[src/rtl/wlo_pkg.sv]
// Shared types for the word-length quantizer: rounding modes, per-channel
// format config, and the pass-through config used after reset.
package wlo_pkg;

    typedef enum logic [1:0] {
        RND_TRUNC   = 2'd0,
        RND_NEAREST = 2'd1,
        RND_CONV    = 2'd2
    } rnd_mode_t;

    typedef struct packed {
        logic [7:0] int_bits;
        logic [7:0] frac_bits;
        rnd_mode_t  mode;
    } cfg_t;

    function automatic cfg_t cfg_pass(input int w, input int frac_w);
        cfg_t c;
        c.int_bits  = 8'(w - frac_w);
        c.frac_bits = 8'(frac_w);
        c.mode      = RND_TRUNC;
        return c;
    endfunction

endpackage

[src/rtl/wl_quant_lane.sv]
// One channel of the quantizer: combinational round (stage-1 side) and
// saturate (stage-2 side); the pipeline registers live in the top.
module wl_quant_lane
    import wlo_pkg::*;
#(
    parameter int W      = 32,
    parameter int FRAC_W = 16
)
(
    input  logic [W-1:0] i_rnd_x,
    input  logic [7:0]   i_rnd_frac,
    input  rnd_mode_t    i_rnd_mode,
    output logic [W:0]   o_rnd_y,
    input  logic [W:0]   i_sat_y,
    input  logic [7:0]   i_sat_int,
    input  logic [7:0]   i_sat_frac,
    output logic [W-1:0] o_sat_q,
    output logic         o_sat_hit
);

    localparam logic [W:0] ONE = {{W{1'b0}}, 1'b1};

    logic [W:0] w_xe, w_lsb, w_half, w_low, w_floor, w_near;
    logic       w_tie;
    int         w_drop;

    always_comb begin
        w_xe   = {i_rnd_x[W-1], i_rnd_x};
        w_drop = 0;
        if (int'(i_rnd_frac) < FRAC_W) w_drop = FRAC_W - int'(i_rnd_frac);
        w_lsb   = ONE << w_drop;
        w_half  = w_lsb >> 1;
        w_low   = w_lsb - ONE;
        w_floor = w_xe & ~w_low;
        w_near  = (w_xe + w_half) & ~w_low;
        // With nothing dropped there is no tie to break.
        w_tie   = (w_drop != 0) && ((w_xe & w_low) == w_half);
        case (i_rnd_mode)
            RND_NEAREST: o_rnd_y = w_near;
            RND_CONV:    o_rnd_y = w_tie ? (w_near & ~w_lsb) : w_near;
            default:     o_rnd_y = w_floor;
        endcase
    end

    int                w_ib, w_qs;
    logic signed [W:0] w_lim, w_max, w_min;

    always_comb begin
        w_ib      = (i_sat_int == 8'd0) ? 1 : int'(i_sat_int);
        w_qs      = (int'(i_sat_frac) < FRAC_W) ? (FRAC_W - int'(i_sat_frac)) : 0;
        w_lim     = $signed(ONE << (w_ib - 1 + FRAC_W));
        w_max     = w_lim - $signed(ONE << w_qs);
        w_min     = -w_lim;
        o_sat_q   = i_sat_y[W-1:0];
        o_sat_hit = 1'b0;
        if (w_ib < W - FRAC_W) begin
            if ($signed(i_sat_y) > w_max) begin
                o_sat_q   = w_max[W-1:0];
                o_sat_hit = 1'b1;
            end else if ($signed(i_sat_y) < w_min) begin
                o_sat_q   = w_min[W-1:0];
                o_sat_hit = 1'b1;
            end
        end
    end

endmodule

[src/rtl/wl_quantizer.sv]
// Multi-channel word-length quantizer: round stage then saturate stage, 2-cycle
// latency; valid/ready with output held under backpressure, sticky sat stats.
module wl_quantizer
    import wlo_pkg::*;
#(
    parameter int W      = 32,
    parameter int FRAC_W = 16,
    parameter int NUM_CH = 4,
    parameter int CNT_W  = 16
)
(
    input  logic                      clk,
    input  logic                      rst,
    input  logic                      cfg_we,
    input  logic [$clog2(NUM_CH)-1:0] cfg_ch,
    input  logic [7:0]                cfg_int,
    input  logic [7:0]                cfg_frac,
    input  logic [1:0]                cfg_mode,
    input  logic                      cfg_apply,
    input  logic                      in_valid,
    output logic                      in_ready,
    input  logic [NUM_CH*W-1:0]       data_i,
    output logic                      out_valid,
    input  logic                      out_ready,
    output logic [NUM_CH*W-1:0]       data_o,
    output logic [NUM_CH-1:0]         sat_flag,
    output logic [NUM_CH*CNT_W-1:0]   sat_cnt,
    input  logic                      sat_clr
);

    localparam cfg_t CFG_RST = cfg_pass(W, FRAC_W);

    cfg_t               r_pend [NUM_CH];
    cfg_t               r_act  [NUM_CH];
    logic               r_s1_vld;
    logic [W:0]         r_s1_y    [NUM_CH];
    logic [7:0]         r_s1_int  [NUM_CH];
    logic [7:0]         r_s1_frac [NUM_CH];
    logic               r_s2_vld;
    logic [NUM_CH*W-1:0] r_s2_dat;
    logic [NUM_CH-1:0]  r_s2_sat;
    logic [CNT_W-1:0]   r_cnt [NUM_CH];
    logic [NUM_CH-1:0]  r_flag;

    logic [W:0]         w_rnd_y [NUM_CH];
    logic [W-1:0]       w_sat_q [NUM_CH];
    logic [NUM_CH-1:0]  w_sat_hit;
    logic               w_s2_free, w_in_rdy, w_xfer;

    assign w_s2_free = ~r_s2_vld | out_ready;
    assign w_in_rdy  = ~r_s1_vld | w_s2_free;
    assign w_xfer    = r_s2_vld & out_ready;
    assign in_ready  = w_in_rdy;
    assign out_valid = r_s2_vld;
    assign data_o    = r_s2_dat;
    assign sat_flag  = r_flag;

    // Nonblocking apply copies the pending value from before a same-cycle write.
    always_ff @(posedge clk or posedge rst) begin
        if (rst) begin
            for (int c = 0; c < NUM_CH; c++) begin
                r_pend[c] <= CFG_RST;
                r_act[c]  <= CFG_RST;
            end
        end else begin
            if (cfg_apply) begin
                for (int c = 0; c < NUM_CH; c++) r_act[c] <= r_pend[c];
            end
            if (cfg_we) r_pend[cfg_ch] <= '{cfg_int, cfg_frac, rnd_mode_t'(cfg_mode)};
        end
    end

    always_ff @(posedge clk or posedge rst) begin
        if (rst) begin
            r_s1_vld <= 1'b0;
            for (int c = 0; c < NUM_CH; c++) begin
                r_s1_y[c]    <= '0;
                r_s1_int[c]  <= '0;
                r_s1_frac[c] <= '0;
            end
        end else if (w_in_rdy) begin
            r_s1_vld <= in_valid;
            if (in_valid) begin
                for (int c = 0; c < NUM_CH; c++) begin
                    r_s1_y[c]    <= w_rnd_y[c];
                    r_s1_int[c]  <= r_act[c].int_bits;
                    r_s1_frac[c] <= r_act[c].frac_bits;
                end
            end
        end
    end

    always_ff @(posedge clk or posedge rst) begin
        if (rst) begin
            r_s2_vld <= 1'b0;
            r_s2_dat <= '0;
            r_s2_sat <= '0;
        end else if (w_s2_free) begin
            r_s2_vld <= r_s1_vld;
            if (r_s1_vld) begin
                for (int c = 0; c < NUM_CH; c++) r_s2_dat[c*W +: W] <= w_sat_q[c];
                r_s2_sat <= w_sat_hit;
            end
        end
    end

    always_ff @(posedge clk or posedge rst) begin
        if (rst) begin
            r_flag <= '0;
            for (int c = 0; c < NUM_CH; c++) r_cnt[c] <= '0;
        end else if (sat_clr) begin
            r_flag <= '0;
            for (int c = 0; c < NUM_CH; c++) r_cnt[c] <= '0;
        end else if (w_xfer) begin
            for (int c = 0; c < NUM_CH; c++) begin
                if (r_s2_sat[c]) begin
                    r_flag[c] <= 1'b1;
                    if (r_cnt[c] != {CNT_W{1'b1}}) r_cnt[c] <= r_cnt[c] + 1'b1;
                end
            end
        end
    end

    for (genvar c = 0; c < NUM_CH; c++) begin : g_lane
        wl_quant_lane #(.W(W), .FRAC_W(FRAC_W)) u_lane (
            .i_rnd_x    (data_i[c*W +: W]),
            .i_rnd_frac (r_act[c].frac_bits),
            .i_rnd_mode (r_act[c].mode),
            .o_rnd_y    (w_rnd_y[c]),
            .i_sat_y    (r_s1_y[c]),
            .i_sat_int  (r_s1_int[c]),
            .i_sat_frac (r_s1_frac[c]),
            .o_sat_q    (w_sat_q[c]),
            .o_sat_hit  (w_sat_hit[c])
        );
        assign sat_cnt[c*CNT_W +: CNT_W] = r_cnt[c];
    end

endmodule

[config.mk]
export PLATFORM = sky130hd
export DESIGN_NAME = wl_quantizer
export DESIGN_NICKNAME = d
export VERILOG_FILES = /design/src/rtl/wlo_pkg.sv /design/src/rtl/wl_quant_lane.sv /design/src/rtl/wl_quantizer.sv
export SDC_FILE = /design/constraint.sdc
export NUM_CORES = 2
export LEC_CHECK = 0
export ABC_AREA = 1
export CORE_UTILIZATION = 50
export CTS_CLUSTER_DIAMETER = 60
export DETAILED_ROUTE_END_ITERATION = 6
export PLACE_DENSITY = 0.69
export SLEW_MARGIN = 20
export SYNTH_ARGS = -nofsm -noshare
export SYNTH_HDL_FRONTEND = slang
export SYNTH_SLANG_ARGS = --single-unit
[constraint.sdc]
create_clock -name clk -period 31.4 [get_ports clk]
set_clock_uncertainty 0.1 [all_clocks]
set_input_delay 6.28 -clock clk [delete_from_list [all_inputs] [get_ports clk]]
set_output_delay 6.28 -clock clk [all_outputs]
set_load 0.01 [all_outputs]
# ---- Yosys cells after proc, flatten, opt, wreduce, memory -nomap -nowiden
# Cells that the tools add are included.
dict set report op_classes {
  bitwise_logic 30
  mux 63
  magnitude_cmp 22
  n_mul 0
  reduce_logical 32
  div_mod_pow 0
  shifts 12
  n_eq_ne 16
  addsub 36
}
# operator n
set op_table {}
lappend op_table {{32-bit two-way mux} 20}
lappend op_table {{33-bit bitwise AND} 16}
lappend op_table {{1-bit by 32-bit left shift with 33-bit output (first input constant)} 12}
lappend op_table {{33-bit NOT} 8}
lappend op_table {{33-bit one-hot mux with 2 select lines} 4}
lappend op_table {{33-bit by 32-bit adder with 33-bit output} 4}
lappend op_table {{33-bit by 32-bit equality test with 1-bit output} 4}
lappend op_table {{33-bit > comparator} 4}
lappend op_table {{33-bit less-than comparator} 4}
lappend op_table {{33-bit two-way mux} 4}
lappend op_table {{33-bit negator} 4}
lappend op_table {{33-bit by 1-bit subtractor with 33-bit output (second input constant)} 4}
lappend op_table {{33-bit subtractor} 4}
lappend op_table {{32-bit by 6-bit adder with 32-bit output (second input constant)} 4}
lappend op_table {{32-bit by 6-bit less-than comparator with 1-bit output (second input constant)} 4}
lappend op_table {{16-bit two-way mux} 8}
lappend op_table {{64-bit two-way mux} 2}
lappend op_table {{32-bit nonzero test} 4}
lappend op_table {{32-bit by 2-bit subtractor with 32-bit output (second input constant)} 4}
lappend op_table {{72-bit bitwise mux} 1}
lappend op_table {{5-bit by 8-bit subtractor with 9-bit output (first input constant)} 8}
lappend op_table {{16-bit by 1-bit adder with 16-bit output (second input constant)} 4}
lappend op_table {{8-bit by 5-bit less-than comparator with 1-bit output (second input constant)} 8}
lappend op_table {{16-bit inequality test (second input constant)} 4}
lappend op_table {{18 further kinds} 68}
dict set report word_totals {
  reg_bits 542
  romBits 0
  memories 0
  latch_bits 0
  ram_bits 0
  input_bits 155
  output_inout_bits 198
}

# ---- Logic depth before layout (Yosys ltp)
dict set report depth {
  depth_word 10
  ltp_mapped 50
}

# ---- Hierarchy
# A second synthesis with hierarchy kept.
dict set report unflattened {
  cells_unflattened 9241
  area_unflattened_um2 61372.6
}
# mod cells_per_inst area_each_um2 seq_area_each_um2 n_inst
set modules_own_cells {}
lappend modules_own_cells {wl_quantizer 1964 22193.8 13583.0 1}
lappend modules_own_cells {{wl_quant_lane (g_lane[0].u_lane)} 1843 9942.0 0.0 1}
lappend modules_own_cells {{wl_quant_lane (g_lane[1].u_lane)} 1840 9813.2 0.0 1}
lappend modules_own_cells {{wl_quant_lane (g_lane[2].u_lane)} 1810 9774.4 0.0 1}
lappend modules_own_cells {{wl_quant_lane (g_lane[3].u_lane)} 1784 9649.3 0.0 1}

# ---- Worst setup path after synthesis
# Ideal clock, no wire load.
dict set report synth_path {
  path_type {in2out}
  from {in out_ready}
  to {out in_ready}
  t_arrival_ns 6.464
  slack_ns 18.556
  n_path_buf 0
  path_stages 2
  path_cell_list {inv_1 nand3_1}
}
dict set report synth_between {
  elab_chain_cells 2
}
# element line_no
set synth_rtl {}
lappend synth_rtl {{from (decl)} wl_quantizer.sv:24} ;# input logic out_ready,
lappend synth_rtl {{1-bit OR} wl_quantizer.sv:50} ;# assign w_s2_free = ~r_s2_vld | out_ready;
lappend synth_rtl {{1-bit OR} wl_quantizer.sv:51} ;# assign w_in_rdy = ~r_s1_vld | w_s2_free;
lappend synth_rtl {{to (decl)} wl_quantizer.sv:21} ;# output logic in_ready,
# No other way between the ends.

# ---- Worst setup path in the final report
# Same ends and word-level chain as after synthesis.

==> summary.md <==
| Metric | Value |
|---|---|
| Part of the cycle the worst path needs | 44.39% |
| Core Util, Final | between 50% and 60% |
| Worst Hold Launch | data_o[60] |
| Sw Ratio | between 50 and 60% |
| Chip Width | between 300 and 400 µm |
| Cell count after synthesis | about 8700 |
| Hold_buf cts | 0 |
| Grt total ovfl | 0 |
| CTS tree | yes |
| Max Cap Viol | 0 |
| Largest net degree at the start of global routing | ~180 |
| Total number of H-tree levels | 3 |
| Nature of the critical path startpoint | input port |
| Synth Area in Adders | roughly 13% |
| IO Port Bufs | roughly 350 |
| Layout cells sized above 1 | 4.038% |
| CP max stage delay | ~0.58 ns |
| Die Height | between 300 and 400 µm |
| Final Setup Violations | 0 |
| Worst-path clk slew | roughly 0.06 ns |
| Drt via density | between 5 and 6 |
| Vias in the first global route | 56200 |
| Internal Power | approximately 0.0025 W |
| Hold Path Depth | 2 |
| Worst Hold Class | reg2reg |
| Clock period minus worst slack | 13.94 ns |
| Synth Area in Compound Gates | between 10% and 20% |
| FF+latch count, synth | ~540 |
| HPWL after DPL | ~160000 µm |
| Maximum vdd drop | 0.00004414 V |
| Worst EP required | roughly 25 ns |
| XOR/XNOR Fraction of Synth Area | under 10% |
| Relative slew margins | 26.47% |
| Max Slew Vio Count | 0 |
| Synth cell count leaders | nand2_1, inv_1, nor2_1, o21ai_0, a21oi_1 |
| Site row count | approximately 120 |
| TritonRoute pass-1 iters | 7 |
| Asr flop ratio synth | 100.0% |
| Main combinational cell family by area after synthesis | simple AND/OR/NAND/NOR gates |
| Outcome | completed |
| Crit end category | output pin |
| FMAX | ~0.07 GHz |
| CP Cell Sequence | clkdlybuf4s50_1 -> inv_1 -> nand3_1 -> clkdlybuf4s50_1 |
| Die ar. | 113200 µm² |
| # nets final | around 10000 |
| Num CTS Buffers | 76 |
| First-pass GRT wire length | around 310000 µm |
| Most used cell, CP | clkdlybuf4s50_1 |
| Routability congestion estimate | just over 1 |
| CP bufs+invs | 3 |
| Static Leakage | around 33 nW |
| Sequential Power Share | approximately 22% |
| Worst skew pair latency | approximately 0.7 ns |
| CP delay by family, top | buffers and inverters |
| Synth top area share | between 20% and 30% |
| Logic gate share of total power | between 60% and 70% |
| Drt wl/cell | ~19 µm |
| Antenna violations before repair | 4 |
| Most common cell in the netlist | nand2_1 |
| Crit Path Class | in2out |
| Setup TNS | 0 ns |
| Synth cell types | 65 |
| Clk root buf | clkbuf_16 |
| Critical Path AT | 7.56 ns |
| Post-synthesis mux area share | 0% |
| GRT Util Overall | a little over a third |
| Post-CTS Repair Setup Buffers | 0 |
| DR DRC count | 0 |
| DRT Wirelength | ~200000 µm |
| Synth area leaders | dfrtp_1, nand2_1, ha_1 |
| Worst r2r dst | data_o[119] |
| Layout area overhead | 14.37% |
| Post_cts resized | 0 |
| Post-Syn Area per Cell | ~6.5 µm² |
| Seq/Total Area, Yosys | between 20 and 25% |
| Simple-Gate Fraction of Synth Area | ~32% |
| Post-synth top flop | dfrtp_1 |
| Reg2Reg Depth | 46 |
| R2R setup slack | 21.10 ns |
| Least-Margin Pin Slew | around 1.1 ns |
| CTS sink cnt | about 540 |
| Drt initial violations | roughly 5500 |
| Crit-path slowest cell | clkdlybuf4s50_1 |
| DR vias | 60880 |
| Power share of the clock group | 17.6% |
| Syn. warnings | 0 |
| Power Dens Cells | ~80 nW/µm² |
| # IOs | 353 |
| Mapped Area | between 50000 and 60000 µm² |
| Final Hold Vio Count | 0 |
| RSZ-0062 raised after global routing | no |
| Net Sw Power | ~0.0026 W |
| Hold EP | data_o[60] |
| Final ANT Viol Nets | 0 |
| Critical R2R Launch | r_s1_int[6] |
| Crit Path Max Fanout | 3 |
| Number of synthesized flops with an enable pin | 0 |
| Core Region | 110800 µm² |
| Cell taking the most area after synthesis | dfrtp_1 |
| Initial Util | about 50% |
| Clock Tree Buf Depth | 3 |
-- cell families after synthesis --
logic type / after synthesis
and+or+nand+nor: 4162
AOI/OAI and AO/OA: 1853
buffers and inverters: 1301
adders and majority gates: 556
DFF: 542
xor gates and xnor gates: 235
other: 2
-- worst register-to-register path, delay by kind of cell, from the launching register on --
family	cells	cell delay (ns)
adders and majority gates	3	0.81
xor gates and xnor gates	2	0.51
and+or+nand+nor	16	2.30
DFF	1	0.46
AOI/OAI and AO/OA	16	4.24
buffers and inverters	9	1.79
-- cell type report --
type                    instances  area (µm²)
flip-flops and latches        542       13580
clock buffers                  98        2097
fillers                     11090       46830
repair buffers                396        3876
well taps                    1488        1862
inverters                    1089        4100
diodes                          3       7.507
multi-input cells            6946       37970
clock inverters                42       498.0
-- power by group through the flow --
stage	clock network [W]	logic (W)	registers [W]
2_1_floorplan	0	0.00204	0.00106
3_3_place_gp	0	0.00298	0.00110
3_5_place_dp	0	0.00303	0.00110
4_1_cts	0.000913	0.00305	0.00109
5_1_grt	0.000943	0.00344	0.00112
6_report	0.000898	0.00310	0.00110
-- metrics by stage --
stage | setup slack (ns) | std cells | total power, W | hold slack (ns) | area (µm²)
detailed placement | 17.46 | 10460 | 0.004132 | 0.3636 | 61380
global route | 17.41 | 10600 | 0.005505 | 0.3931 | 63990
global placement | 17.46 | 10460 | 0.004082 | 0.3621 | 61370
finish | 17.46 | 10600 | 0.005097 | 0.3767 | 63990
floorplan | 9.896 | 8789 | 0.003106 | 0.3502 | 56470
CTS | 17.45 | 10600 | 0.005052 | 0.3807 | 63980
-- flip-flops by register name, indices dropped and copies added (netlist names) --
name / cells
data_o: 128
out_valid: 1
r_act: 72
r_pend: 72
r_s1_frac: 32
r_s1_int: 32
r_s1_vld: 1
r_s1_y: 132
r_s2_sat: 4
sat_cnt: 64
sat_flag: 4
-- metal layers --
layer	global-route usage [%]	vias to the layer above	share of wire (%)
li1	-	29850	-
met1	46.57	28340	44
met2	56.67	2270	45
met3	4.055	425	6.5
met4	15.19	0	4.5
met5	0	-	0
-- worst max-delay path by stage --
| stage | startpoint | cells after the start | end |
|---|---|---|---|
| floorplan | rst | 1 | data_o[0] |
| global route | out_ready | 4 | in_ready |
| CTS | out_ready | 4 | in_ready |
| detailed placement | out_ready | 4 | in_ready |
| global placement | out_ready | 4 | in_ready |
| finish | out_ready | 4 | in_ready |
-- cell usage in the layout (no fill, tap or decap), drive strengths merged, types with 8 or more instances in the layout --
cell type / instances
a211oi: 45
a21boi: 11
a21o: 23
a21oi: 683
a221oi: 12
a22oi: 25
a31oi: 115
and2: 10
and3: 9
buf: 45
clkbuf: 98
clkdlybuf4s50: 351
clkinv: 23
conb: 140
dfrtp: 526
dfstp: 16
fa: 8
ha: 548
inv: 1096
nand2: 2130
nand3: 546
nand3b: 23
nand4: 224
nor2: 959
nor3: 163
nor3b: 9
nor4: 62
o2111ai: 19
o211ai: 64
o21a: 39
o21ai: 725
o21bai: 19
o221ai: 30
o22ai: 14
o31ai: 11
or2: 27
xnor2: 94
xor2: 141
(Power assumes the default switching activity.)
